[src/rtl/uart_rx_ctrl.sv]
// UART receive controller: frame FSM, 3-sample majority vote, LSB-first
// deserializer, parity/stop checking and one-cycle result strobes. Drives the
// enable of the neighbouring edge/bit counter and consumes its counts.
module uart_rx_ctrl #(
  parameter int DATA_WIDTH = 8
) (
  input  logic                  clk_rxc,
  input  logic                  rst_rxc,
  input  logic                  rx_in_rxc,
  input  logic                  par_en_rxc,
  input  logic                  par_typ_rxc,
  input  logic [4:0]            prescale_rxc,
  input  logic [3:0]            edge_count_rxc,
  input  logic [3:0]            bit_count_rxc,
  output logic                  edge_bit_en_rxc,
  output logic [DATA_WIDTH-1:0] p_data_rxc,
  output logic                  data_valid_rxc,
  output logic                  par_err_rxc,
  output logic                  stp_err_rxc
);

  typedef enum logic [2:0] {
    ST_IDLE,
    ST_START,
    ST_DATA,
    ST_PARITY,
    ST_STOP
  } state_t;

  state_t                state, state_nxt;
  logic [4:0]            edge_w, half_w;
  logic                  eob, at_s0, at_s1, at_s2;
  logic [2:0]            samp;
  logic                  s2_eff, bit_val;
  logic                  last_data;
  logic                  par_bad, par_bad_eff;
  logic [DATA_WIDTH-1:0] shift_q;

  assign edge_w    = {1'b0, edge_count_rxc};
  assign half_w    = prescale_rxc >> 1;
  assign eob       = (edge_w == prescale_rxc - 5'd1);
  assign at_s0     = (edge_w == half_w - 5'd1);
  assign at_s1     = (edge_w == half_w);
  assign at_s2     = (edge_w == half_w + 5'd1);
  assign last_data = (bit_count_rxc == 4'(DATA_WIDTH));

  // At prescale 4 the third sample edge coincides with end-of-bit, so the
  // vote takes the live line value in place of the not-yet-registered sample.
  assign s2_eff  = at_s2 ? rx_in_rxc : samp[2];
  assign bit_val = (samp[0] & samp[1]) | (samp[0] & s2_eff) | (samp[1] & s2_eff);

  assign par_bad_eff = par_bad & par_en_rxc;

  // State register; counter enable registered from the next state.
  always_ff @(posedge clk_rxc or posedge rst_rxc) begin
    // NOTE: registers use non-blocking assignments so every flop samples the
    // pre-edge values, independent of block ordering.
    if (rst_rxc) begin
      state           <= ST_IDLE;
      edge_bit_en_rxc <= 1'b0;
    end else begin
      state           <= state_nxt;
      edge_bit_en_rxc <= (state_nxt != ST_IDLE);
    end
  end

  // Next-state logic for the frame sequence.
  always_comb begin
    // NOTE: the default assignment first keeps every path assigned, so no
    // latch is inferred.
    state_nxt = state;
    case (state)
      ST_IDLE:   if (!rx_in_rxc) state_nxt = ST_START;
      ST_START:  if (eob) state_nxt = bit_val ? ST_IDLE : ST_DATA;
      ST_DATA:   if (eob && last_data) state_nxt = par_en_rxc ? ST_PARITY : ST_STOP;
      ST_PARITY: if (eob) state_nxt = ST_STOP;
      ST_STOP:   if (eob) state_nxt = ST_IDLE;
      default:   state_nxt = ST_IDLE;
    endcase
  end

  // Capture the three oversamples around the bit centre.
  always_ff @(posedge clk_rxc or posedge rst_rxc) begin
    if (rst_rxc) begin
      samp <= '0;
    end else begin
      if (at_s0) samp[0] <= rx_in_rxc;
      if (at_s1) samp[1] <= rx_in_rxc;
      if (at_s2) samp[2] <= rx_in_rxc;
    end
  end

  // Deserialize data bits LSB-first and record the parity verdict.
  always_ff @(posedge clk_rxc or posedge rst_rxc) begin
    // NOTE: the shift register is a plain register, so it is reset along with
    // the control state; a stale byte can never leak into p_data.
    if (rst_rxc) begin
      shift_q <= '0;
      par_bad <= 1'b0;
    end else begin
      case (state)
        ST_IDLE:   par_bad <= 1'b0;
        ST_DATA:   if (eob) shift_q <= {bit_val, shift_q[DATA_WIDTH-1:1]};
        ST_PARITY: if (eob) par_bad <= bit_val ^ (^shift_q) ^ par_typ_rxc;
        default:   ;
      endcase
    end
  end

  // Result strobes and byte hold register, updated at the end of the stop bit.
  always_ff @(posedge clk_rxc or posedge rst_rxc) begin
    if (rst_rxc) begin
      p_data_rxc     <= '0;
      data_valid_rxc <= 1'b0;
      par_err_rxc    <= 1'b0;
      stp_err_rxc    <= 1'b0;
    end else begin
      data_valid_rxc <= 1'b0;
      par_err_rxc    <= 1'b0;
      stp_err_rxc    <= 1'b0;
      if (state == ST_STOP && eob) begin
        data_valid_rxc <= bit_val & ~par_bad_eff;
        par_err_rxc    <= par_bad_eff;
        stp_err_rxc    <= ~bit_val;
        if (bit_val && !par_bad_eff) p_data_rxc <= shift_q;
      end
    end
  end

endmodule

[config.mk]
export PLATFORM = sky130hd
export DESIGN_NAME = uart_rx_ctrl
export DESIGN_NICKNAME = d
export VERILOG_FILES = /design/src/rtl/uart_rx_ctrl.sv
export SDC_FILE = /design/constraint.sdc
export NUM_CORES = 1
export LEC_CHECK = 0
export CORE_MARGIN = 2
export CORE_UTILIZATION = 45
export CTS_CLUSTER_DIAMETER = 200
export DETAILED_ROUTE_END_ITERATION = 10
export PLACE_DENSITY = 0.71
export SLEW_MARGIN = 10
export SYNTH_ARGS = -nofsm -noshare
export SYNTH_HDL_FRONTEND = slang
export SYNTH_SLANG_ARGS = --single-unit
[constraint.sdc]
create_clock -name clk_rxc -period 2.25 [get_ports clk_rxc]
set_input_delay 0.45 -clock clk_rxc [delete_from_list [all_inputs] [get_ports clk_rxc]]
set_output_delay 0.45 -clock clk_rxc [all_outputs]
set_load 0.01 [all_outputs]
==> impl_metrics.tcl <==
set metrics [dict create \
    status "completed" \
    fmax_ghz 0.457 \
    min_path_type "in2async" \
    gp_congestion 0.846 \
    relSlewSlack_pct 78.1 \
    endpoint_kind "register" \
    synth.top_cells.by_count "dfrtp_1 (27), mux2_2 (18), xnor2_1 (16)" \
    io_pins 30 \
    path_cells "dlygate4sd2_1 > inv_1 > ha_2 > xnor2_1 > nor2_1 > o311ai_2 > or2_4 > a211oi_4 > buf_12 > mux2_4" \
    syn_area_per_cell_um2 11.0 \
    io_buffers 29 \
    dp.cells 232 \
    vias 1234 \
    wl_per_cell_um 14.2 \
    synth_edf_count 0 \
    synth_seq_cells 27 \
    swShare_pct 32.0 \
    synth_cells 143 \
    die_x_um 63.2 \
    synth.mux.area_fraction_pct 15.5 \
    synthTopCellsByArea "dfrtp_1 (43%), mux2_2 (13%), xnor2_1 (8.9%)" \
    finalSetupViolations 0 \
    die-area_um2 4000 \
    numCtsBuffers 3 \
    ys_seq_area_share_pct 42.8 \
    drtIter0Drc 44 \
    vdd.ir_drop.worst_mv 0.287 \
    start_kind "input port" \
    finalHoldViolCount 0 \
    nFillCells 276 \
    core_area_um2 3360 \
    start_util_pct 46.9 \
    internal-power_w 0.000811 \
    worstSetupPathType "in2reg" \
    cts_root_buffer "clkbuf_4" \
    critPathRequiredTime_ns 2.47 \
    worstRegToRegCells 6 \
    clk_pin_slew_ns 0.15 \
    h-tree-depth 1 \
    rsz0062_at_grt "no" \
    dr.pass1.iters 4 \
    seqPwrFrac_pct 49.3 \
    grt_overflow 0 \
    area_delta_synth_final_pct 43.3 \
    grt_pass1_wl_um 5770 \
    insertion_delay_ns 0.32 \
    cap_violations 0 \
    power_frac_clock_pct 17.6 \
    cts_tree "done" \
    syn-cell-area_um2 1580 \
    p_leak_nw 0.981 \
    path_max_fanout 8 \
    antenna_found_initial 0 \
    final-instance-count-excl-fill 243 \
    drv_slew 0 \
    slowest_stage "mux2_4" \
    fin_crit_sh_pct 97.2 \
    total_power_w 0.00119 \
    tns_ns 0 \
    grt_pass1_vias 1259 \
    comb_power_share_pct 33.1 \
    yosysMostFrequentCell "dfrtp_1" \
    drive_gt1_share_pct 35.0 \
    routed_wl_um 3460 \
    cp.depth 10 \
    synthFlopType "dfrtp_1" \
    switching_power_w 0.000381 \
    seq_area_um2 676 \
    synthXorXnorAreaFrac_pct 12.2 \
    track_usage_pct 18.3 \
    syn_nets 165 \
    slowest_delay_ns 0.30 \
    cp.arrival_ns 2.41 \
    clkSinkCount 27 \
    dp_hpwl_um 2670 \
    num_rows 21 \
    nNetsFinal 220 \
    yosysTopAreaCellShare_pct 42.8 \
    antenna_left 0 \
    crit_family "buffers and inverters" \
    min_period_ns 2.19 \
    synth_top_family_by_area "multiplexers" \
    die_height_um 63.2 \
    grt_max_degree 28 \
    n_antenna_cell 0 \
    yosysWarningCount 0 \
    yosys.area_share.simple_pct 12.2 \
    multi_input_area_um2 973 \
    async_flop_share_pct 100 \
    powerDensity_nw_per_um2 527 \
    finClkSkew_ns 0.00444 \
    cp_num_buf_inv 3 \
    synthAdderAreaFrac_pct 4.44 \
    drc_errors 0 \
    clockBufferDepth 2 \
    tightest_slew_ns 0.328 \
    synth_cell_type_count 40 \
    viasPerCell 5.08 \
    synth_compound_area_share_pct 9.83 \
    yosysTopAreaCell "dfrtp_1" \
]
-- metrics by stage --
step / setup slack [ns] / instance area [um2] / hold slack, ns / utilization, %
global placement: -0.630 / 2130 / 0.496 / 63.2
CTS: 0.0113 / 2230 / 0.479 / 66.2
floorplan: -0.0915 / 1650 / 0.486 / -
finish: 0.0623 / 2260 / 0.473 / 67.2
detailed placement: -0.735 / 2130 / 0.497 / 63.2
global route: 0.0148 / 2260 / 0.504 / 67.2
-- placed cells by master (no fill, tap or decap), types with 2 or more instances in the layout --
cell type / n
dfrtp_1: 27
buf_4: 26
clkdlybuf4s50_1: 21
xnor2_1: 13
mux2_2: 10
mux2_4: 8
nor2_1: 7
nand2_1: 6
dlygate4sd2_1: 6
xor2_1: 5
o21ai_0: 5
nand3_1: 4
nand2b_1: 3
nor3_1: 3
xnor2_2: 3
inv_1: 3
clkbuf_4: 3
maj3_1: 2
o21bai_1: 2
mux2i_1: 2
nor2b_1: 2
nor4b_1: 2
clkinvlp_4: 2
a21oi_1: 2
ha_4: 2
-- cells by family (layout without fill, tap and decap cells) --
family / after synthesis / after routing
simple gates: 35 / 35
flops: 27 / 27
xor+xnor: 22 / 22
compound gates: 21 / 21
mux: 21 / 21
buf+inv: 11 / 65
fa+ha+maj: 6 / 6
-- layer usage --
| metal | vias up | share of wire, % | track usage (%) |
|---|---|---|---|
| li1 | 612 | - | - |
| met1 | 587 | 44 | 23.2 |
| met2 | 31 | 51 | 31.9 |
| met3 | 4 | 3.6 | 2.50 |
| met4 | 0 | 0.87 | 6.52 |
| met5 | - | 0 | 0 |
-- state kept, by name, indices dropped and copies added (netlist names) --
| register | count |
|---|---|
| shift_q | 8 |
| data_valid_rxc | 1 |
| par_err_rxc | 1 |
| stp_err_rxc | 1 |
| p_data_rxc | 8 |
| edge_bit_en_rxc | 1 |
| state | 3 |
| par_bad | 1 |
| samp | 3 |
-- power by group through the flow --
| stage | clock (W) | sequential [W] | combinational [W] |
|---|---|---|---|
| 3_3_place_gp | 0 | 0.000591 | 0.000358 |
| 6_report | 0.000210 | 0.000587 | 0.000394 |
| 5_1_grt | 0.000237 | 0.000595 | 0.000427 |
| 2_1_floorplan | 0 | 0.000566 | 0.000264 |
| 4_1_cts | 0.000213 | 0.000587 | 0.000389 |
| 3_5_place_dp | 0 | 0.000597 | 0.000375 |
-- worst reg2reg max path: cells and delay by family (launching register included) --
family	cells	cell delay, ns
buf+inv	1	0.17
mux	1	0.30
simple gates	3	0.59
compound gates	1	0.25
flops	1	0.51
-- repair_timing --
item / 4_1_cts / 5_1_grt
resized for setup: 18 / 4
buffers inserted: 5 / 2
hold buffers: 0 / 0
endpoints found under the hold margin: 0 / 0
endpoints found under the setup margin: 23 / 8
pin swaps: 11 / 5
-- path summary, 6_finish.rpt --
path	startpoint	endpoint	slack [ns]
worst max register to register	state[0]$_DFF_PP0_	p_data_rxc[5]$_DFFE_PP0P_	0.33
worst max-delay path	prescale_rxc[0]	p_data_rxc[5]$_DFFE_PP0P_	0.06
max in group asynchronous	rst_rxc	shift_q[1]$_DFFE_PP0P_	1.53
min in group clk_rxc	samp[2]$_DFF_PP0_	samp[2]$_DFF_PP0_	0.53
worst min-delay path	rst_rxc	state[1]$_DFF_PP0_	0.47
worst min register to register	samp[2]$_DFF_PP0_	samp[2]$_DFF_PP0_	0.53
-- cell type report --
class / count / area share, %
Tap cell: 46 / 2.55
Clock inverter: 1 / 0.332
Multi-Input combinational cell: 105 / 43.1
Sequential cell: 27 / 29.9
Inverter: 5 / 1.11
Timing Repair Buffer: 56 / 22.1
Clock buffer: 3 / 0.996
Power figures use the tool's default switching activity.
